[config.mk]
export PLATFORM = sky130hd
export DESIGN_NAME = lsu_bus_ctrl
export DESIGN_NICKNAME = d
export VERILOG_FILES = /design/src/rtl/lsu_bus_ctrl.sv
export SDC_FILE = /design/constraint.sdc
export NUM_CORES = 1
export LEC_CHECK = 0
export ABC_AREA = 1
export BUFFER_PORTS_ARGS = -buffer_cell sky130_fd_sc_hd__buf_2
export CAP_MARGIN = 20
export CELL_PAD_IN_SITES_DETAIL_PLACEMENT = 0
export CELL_PAD_IN_SITES_GLOBAL_PLACEMENT = 1
export CORE_MARGIN = 5
export CORE_UTILIZATION = 35
export CTS_BUF_LIST = sky130_fd_sc_hd__clkbuf_4
export CTS_CLUSTER_SIZE = 24
export DETAILED_ROUTE_END_ITERATION = 7
export GPL_ROUTABILITY_DRIVEN = 0
export PLACE_DENSITY = 0.75
export SLEW_MARGIN = 10
export SYNTH_ARGS = -nofsm -noshare
export SYNTH_HDL_FRONTEND = slang
export SYNTH_SLANG_ARGS = --single-unit
[constraint.sdc]
create_clock -name i_clk -period 2.8 [get_ports i_clk]
set_input_delay 0.42 -clock i_clk [delete_from_list [all_inputs] [get_ports i_clk]]
set_output_delay 0.42 -clock i_clk [all_outputs]
set_load 0.03 [all_outputs]
[src/rtl/lsu_bus_ctrl.sv]
// Load/store bus controller: turns one pipeline load/store into one or two
// word-aligned bus beats, handling misaligned accesses that straddle a word
// boundary. Load data is realigned and sign/zero-extended.
module lsu_bus_ctrl (
    input  logic        i_clk,
    input  logic        i_rst_n,
    input  logic        i_req_valid,
    output logic        o_req_ready,
    input  logic        i_req_we,
    input  logic [2:0]  i_funct3,
    input  logic [31:0] i_addr,
    input  logic [31:0] i_wdata,
    output logic        o_rsp_valid,
    output logic [31:0] o_rsp_rdata,
    output logic        o_rsp_err,
    output logic        o_mem_req,
    input  logic        i_mem_gnt,
    output logic [31:0] o_mem_addr,
    output logic        o_mem_we,
    output logic [31:0] o_mem_wdata,
    output logic [3:0]  o_mem_strb,
    input  logic        i_mem_rvalid,
    input  logic [31:0] i_mem_rdata
);

    typedef enum logic [2:0] {
        S_IDLE, S_REQ0, S_WAIT0, S_REQ1, S_WAIT1, S_RESP
    } state_t;

    state_t      r_state;
    state_t      w_state_next;
    logic        r_live;       // low during reset; keeps ready low until first edge after release
    logic        r_we;
    logic        r_err;
    logic [2:0]  r_funct3;
    logic [1:0]  r_off;
    logic [29:0] r_word;       // word index of the first beat
    logic [7:0]  r_strb8;
    logic [63:0] r_wdata64;
    logic [31:0] r_lo;
    logic [31:0] r_hi;

    logic        w_accept;
    logic        w_legal;
    logic        w_split;
    logic [3:0]  w_mask;
    logic [7:0]  w_strb8;
    logic [63:0] w_wdata64;
    logic [31:0] w_shift;
    logic [31:0] w_load_data;

    assign o_req_ready = (r_state == S_IDLE) && r_live;
    assign w_accept    = i_req_valid && o_req_ready;
    assign w_split     = |r_strb8[7:4];

    // Legality and lane placement of the incoming request.
    always_comb begin
        if (i_req_we)
            w_legal = (i_funct3 == 3'b000) || (i_funct3 == 3'b001) || (i_funct3 == 3'b010);
        else
            w_legal = (i_funct3 == 3'b000) || (i_funct3 == 3'b001) || (i_funct3 == 3'b010)
                   || (i_funct3 == 3'b100) || (i_funct3 == 3'b101);
        case (i_funct3[1:0])
            2'b00:   w_mask = 4'b0001;
            2'b01:   w_mask = 4'b0011;
            default: w_mask = 4'b1111;
        endcase
        w_strb8   = {4'b0000, w_mask} << i_addr[1:0];
        w_wdata64 = {32'd0, i_wdata} << {i_addr[1:0], 3'b000};
    end

    // Realign the captured {high, low} words and extend to 32 bits.
    always_comb begin
        w_shift = 32'({r_hi, r_lo} >> {r_off, 3'b000});
        case (r_funct3)
            3'b000:  w_load_data = {{24{w_shift[7]}}, w_shift[7:0]};
            3'b001:  w_load_data = {{16{w_shift[15]}}, w_shift[15:0]};
            3'b100:  w_load_data = {24'd0, w_shift[7:0]};
            3'b101:  w_load_data = {16'd0, w_shift[15:0]};
            default: w_load_data = w_shift;
        endcase
    end

    // State register; reset abandons any access in flight.
    always_ff @(posedge i_clk or negedge i_rst_n) begin
        if (!i_rst_n) begin
            r_state <= S_IDLE;
            r_live  <= 1'b0;
        end else begin
            r_state <= w_state_next;
            r_live  <= 1'b1;
        end
    end

    // Request capture and beat read-data capture.
    always_ff @(posedge i_clk or negedge i_rst_n) begin
        if (!i_rst_n) begin
            r_we      <= 1'b0;
            r_err     <= 1'b0;
            r_funct3  <= 3'd0;
            r_off     <= 2'd0;
            r_word    <= 30'd0;
            r_strb8   <= 8'd0;
            r_wdata64 <= 64'd0;
            r_lo      <= 32'd0;
            r_hi      <= 32'd0;
        end else begin
            if (w_accept) begin
                r_we      <= i_req_we;
                r_err     <= !w_legal;
                r_funct3  <= i_funct3;
                r_off     <= i_addr[1:0];
                r_word    <= i_addr[31:2];
                r_strb8   <= w_strb8;
                r_wdata64 <= w_wdata64;
                r_lo      <= 32'd0;
                r_hi      <= 32'd0;   // unsplit accesses see a zero high word
            end
            if (r_state == S_WAIT0 && i_mem_rvalid)
                r_lo <= i_mem_rdata;
            if (r_state == S_WAIT1 && i_mem_rvalid)
                r_hi <= i_mem_rdata;
        end
    end

    // Next-state and output decode; bus outputs are zero whenever no beat is requested.
    always_comb begin
        w_state_next = r_state;
        o_mem_req    = 1'b0;
        o_mem_addr   = 32'd0;
        o_mem_we     = 1'b0;
        o_mem_wdata  = 32'd0;
        o_mem_strb   = 4'd0;
        o_rsp_valid  = 1'b0;
        o_rsp_err    = 1'b0;
        o_rsp_rdata  = 32'd0;
        case (r_state)
            S_IDLE: begin
                if (w_accept)
                    w_state_next = w_legal ? S_REQ0 : S_RESP;
            end
            S_REQ0: begin
                o_mem_req   = 1'b1;
                o_mem_addr  = {r_word, 2'b00};
                o_mem_we    = r_we;
                o_mem_wdata = r_wdata64[31:0];
                o_mem_strb  = r_strb8[3:0];
                if (i_mem_gnt)
                    w_state_next = S_WAIT0;
            end
            S_WAIT0: begin
                if (i_mem_rvalid)
                    w_state_next = w_split ? S_REQ1 : S_RESP;
            end
            S_REQ1: begin
                o_mem_req   = 1'b1;
                o_mem_addr  = {r_word + 30'd1, 2'b00};   // wraps past the top of memory
                o_mem_we    = r_we;
                o_mem_wdata = r_wdata64[63:32];
                o_mem_strb  = r_strb8[7:4];
                if (i_mem_gnt)
                    w_state_next = S_WAIT1;
            end
            S_WAIT1: begin
                if (i_mem_rvalid)
                    w_state_next = S_RESP;
            end
            S_RESP: begin
                o_rsp_valid  = 1'b1;
                o_rsp_err    = r_err;
                if (!r_err && !r_we)
                    o_rsp_rdata = w_load_data;
                w_state_next = S_IDLE;
            end
            default: w_state_next = S_IDLE;
        endcase
    end

endmodule
==> results.py <==
metrics = {
    "synthesis": {
        "yosys_warnings": 0,
        "ys.flop_type": "dfrtp_1",
        "synth_fa_ha_area_frac": 0.00133,
        "seq_area_frac_synth": 0.426,
        "synth_cells": 1346,
        "synth_top_family_by_area": "simple AND/OR/NAND/NOR gates",
        "synth-simple-area-share": 0.254,
        "synth_compound_area_frac": 0.197,
        "syn_area_um2": 9400,
        "avgSynthCellArea_um2": 6.99,
        "async_flop_share": 1.00,
        "muxShareOfSynthArea": 0.00106,
        "synthXorXnorAreaFrac": 0,
        "synth_edf_count": 0,
        "synth_cell_types": 36,
        "ys_ff_latch": 160,
    },
    "timing": {
        "relSlewSlack": 0.558,
        "max_freq_ghz": 0.373,
        "hold_violations": 0,
        "finalSetupViolCount": 0,
        "maxSlewViolCount": 0,
        "whs_ns": 0.0436,
        "worst_clock_skew_ns": 0.0443,
        "layout_min_cycle_time_ns": 2.68,
        "worst_pin_slew_ns": 0.661,
        "fin_crit_sh": 0.958,
    },
    "routing": {
        "vias": 9650,
        "drc": 0,
        "first_pass_iters": 7,
        "ant_nets": 0,
        "routed_wl_mm": 33.0,
        "vias_per_cell": 5.09,
        "wl_per_cell_um": 17.4,
        "drt_iter0_markers": 708,
    },
    "clock_tree": {
        "cts_tree": "yes",
        "path_clk_slew_ns": 0.17,
        "cts_root_buffer": "clkbuf_4",
        "h-tree-depth": 4,
        "cts_buffers": 17,
        "clock-sinks": 160,
        "clockBufferDepth": 2,
        "clock_latency_ns": 0.58,
    },
    "cells_and_area": {
        "drive_gt1_frac": 0.214,
        "final_nets": 1645,
        "syn_to_final_growth_pct": 20.9,
    },
    "floorplan": {
        "dieHeight_um": 174,
        "ios": 210,
        "coreArea_um2": 26700,
        "rows": 60,
        "dieArea_um2": 30200,
        "start_util": 0.352,
        "dieWidth_um": 174,
    },
    "critical_path": {
        "arrival_ns": 2.26,
        "cp_common_cell": "inv_1",
        "reg2reg_from": "r_state[1]",
        "worst_r2r_path_depth": 8,
        "reg2reg_slack_ns": 0.74,
        "r2r_end": "r_hi[16]",
        "cp_slowest_stage_delay_ns": 0.46,
        "critPathKind": "reg2out",
        "cp_max_fo": 6,
        "crit_path_end_kind": "primary output",
        "cp.required_ns": 2.38,
        "cp-start-kind": "flop",
        "slowest_stage": "dfrtp_2",
        "crit_chain": "inv_1 -> nand3_2 -> nand2_2 -> inv_1 -> nor3_2 -> buf_2",
    },
    "run_status": {
        "status": "finished clean",
    },
    "hold_path": {
        "hold_path_class": "in2reg",
        "whs_path_depth": 3,
        "min-delay-start": "i_addr[31]",
        "hold_end": "r_word[29]",
    },
    "grt": {
        "grt-ovfl-total": 0,
        "grt_max_degree": 111,
        "antenna_found_initial": 2,
        "grtUsageTotal": 0.213,
        "grt_pass1_vias": 9356,
        "grt_first_pass_wirelength_mm": 51.9,
    },
    "job": {
        "drv_cap": 0,
    },
    "placed_design": {
        "port_buffers": 207,
        "hpwl_mm": 24.0,
    },
    "pwr": {
        "ir_drop_uv": 441,
        "total_power_mw": 11.1,
        "p_leak_nw": 5.87,
        "power_density_nw_per_um2": 976,
    },
}
[power by group]
group / leakage [nW] / switching (mW) / total [mW] / internal (mW)
Sequential: 2.05 / 0.712 / 4.02 / 3.30
Combinational: 3.67 / 3.80 / 5.64 / 1.84
Clock: 0.152 / 0.962 / 1.43 / 0.471
Total: 5.87 / 5.47 / 11.1 / 5.62
[cells by family (layout without fill, tap and decap cells)]
group,after synthesis,in the layout
and+or+nand+nor,585,585
AOI/OAI and AO/OA,318,318
buffers and inverters,279,484
DFF,160,160
other,2,5
adders and majority gates,1,1
muxes,1,1
[critical path, delay by kind of cell (launching register included)]
| kind | cells | cell delay, ns |
|---|---|---|
| buf+inv | 3 | 0.61 |
| simple gates | 3 | 0.64 |
| flops | 1 | 0.46 |
[cells in the final DEF (no fill, tap or decap), drive strengths merged, types with 24 or more instances in the layout]
master	n
a21oi	24
buf	245
dfrtp	160
inv	207
nand2	408
nand3	81
nor2	84
o211ai	47
o21ai	161
o22ai	67
[stage by stage]
step                cell area [µm²]  utilization  setup TNS, ns  std cells  setup WS [ns]
floorplan                      9410            -              0       1347          0.341
global placement              10800        0.404              0       1850          0.348
detailed placement            10800        0.404              0       1850          0.335
CTS                           11100        0.417              0       1885       0.000242
global route                  11400        0.425        -0.0316       1895        -0.0200
finish                        11400        0.425              0       1895          0.117
[cell usage after synthesis (3+ instances only)]
library cell / instances / area share
buf_4: 8 / 0.0064
o211ai_1: 46 / 0.037
a22o_1: 9 / 0.0084
nand3_1: 81 / 0.043
a22oi_1: 8 / 0.0064
nand2_1: 403 / 0.16
nor3_1: 3 / 0.0016
nand4_1: 5 / 0.0033
clkbuf_1: 37 / 0.015
dfrtp_1: 160 / 0.43
buf_1: 3 / 0.0012
inv_1: 197 / 0.079
nor2_1: 79 / 0.032
nand2_4: 3 / 0.0036
a21oi_1: 24 / 0.013
nor2_2: 3 / 0.0020
buf_2: 26 / 0.014
o21ai_0: 160 / 0.085
o22ai_1: 67 / 0.045
inv_2: 4 / 0.0016
[registers in the layout (all words and copies together), names as in the netlist]
name,cells
r_word,30
r_wdata64,56
r_off,2
r_lo,32
r_hi,24
r_live,1
r_we,1
r_strb8,7
r_err,1
r_state,3
r_funct3,3
[per-layer routing]
| layer | wire, µm | share of wire | global-route usage | vias up |
|---|---|---|---|---|
| met3 | 2100 | 0.064 | 0.0420 | 45 |
| met4 | 746 | 0.023 | 0.0647 | 2 |
| met5 | 13 | 0.00039 | 0 | - |
| met2 | 14400 | 0.44 | 0.320 | 363 |
| li1 | - | - | - | 4754 |
| met1 | 15700 | 0.48 | 0.310 | 4486 |
[timing repair]
| item | 4_1_cts | 5_1_grt |
|---|---|---|
| gates resized for setup | 15 | 50 |
| pin swaps | 1 | 4 |
| cloned | 0 | 1 |
| buffers inserted | 0 | 7 |
| hold buffers | 3 | 0 |
| hold endpoints to repair | 162 | 0 |
| setup endpoints to repair | 45 | 69 |
[cell type report]
cell class              count  area (µm²)
clock inverters            15         149
flip-flops and latches    160        4020
repair buffers            250        1470
well taps                 341         427
diodes                      2        5.00
clock buffers              17         128
multi-input cells         908        4400
fillers                  2886       15400
inverters                 202         774
[worst max-delay path by stage]
stage                     from        endpoint  slack (ns)  depth (start not counted)
CTS                  r_word[4]  o_mem_addr[11]      0.0002                         10
detailed placement  r_state[2]  o_rsp_rdata[0]        0.33                          7
global route         r_word[3]  o_mem_addr[11]       -0.02                         10
floorplan           r_state[1]  o_rsp_rdata[5]        0.34                          6
global placement    r_state[1]  o_rsp_rdata[0]        0.35                          6
finish              r_state[2]   o_mem_addr[5]        0.12                          6
(Power assumes the default switching activity.)
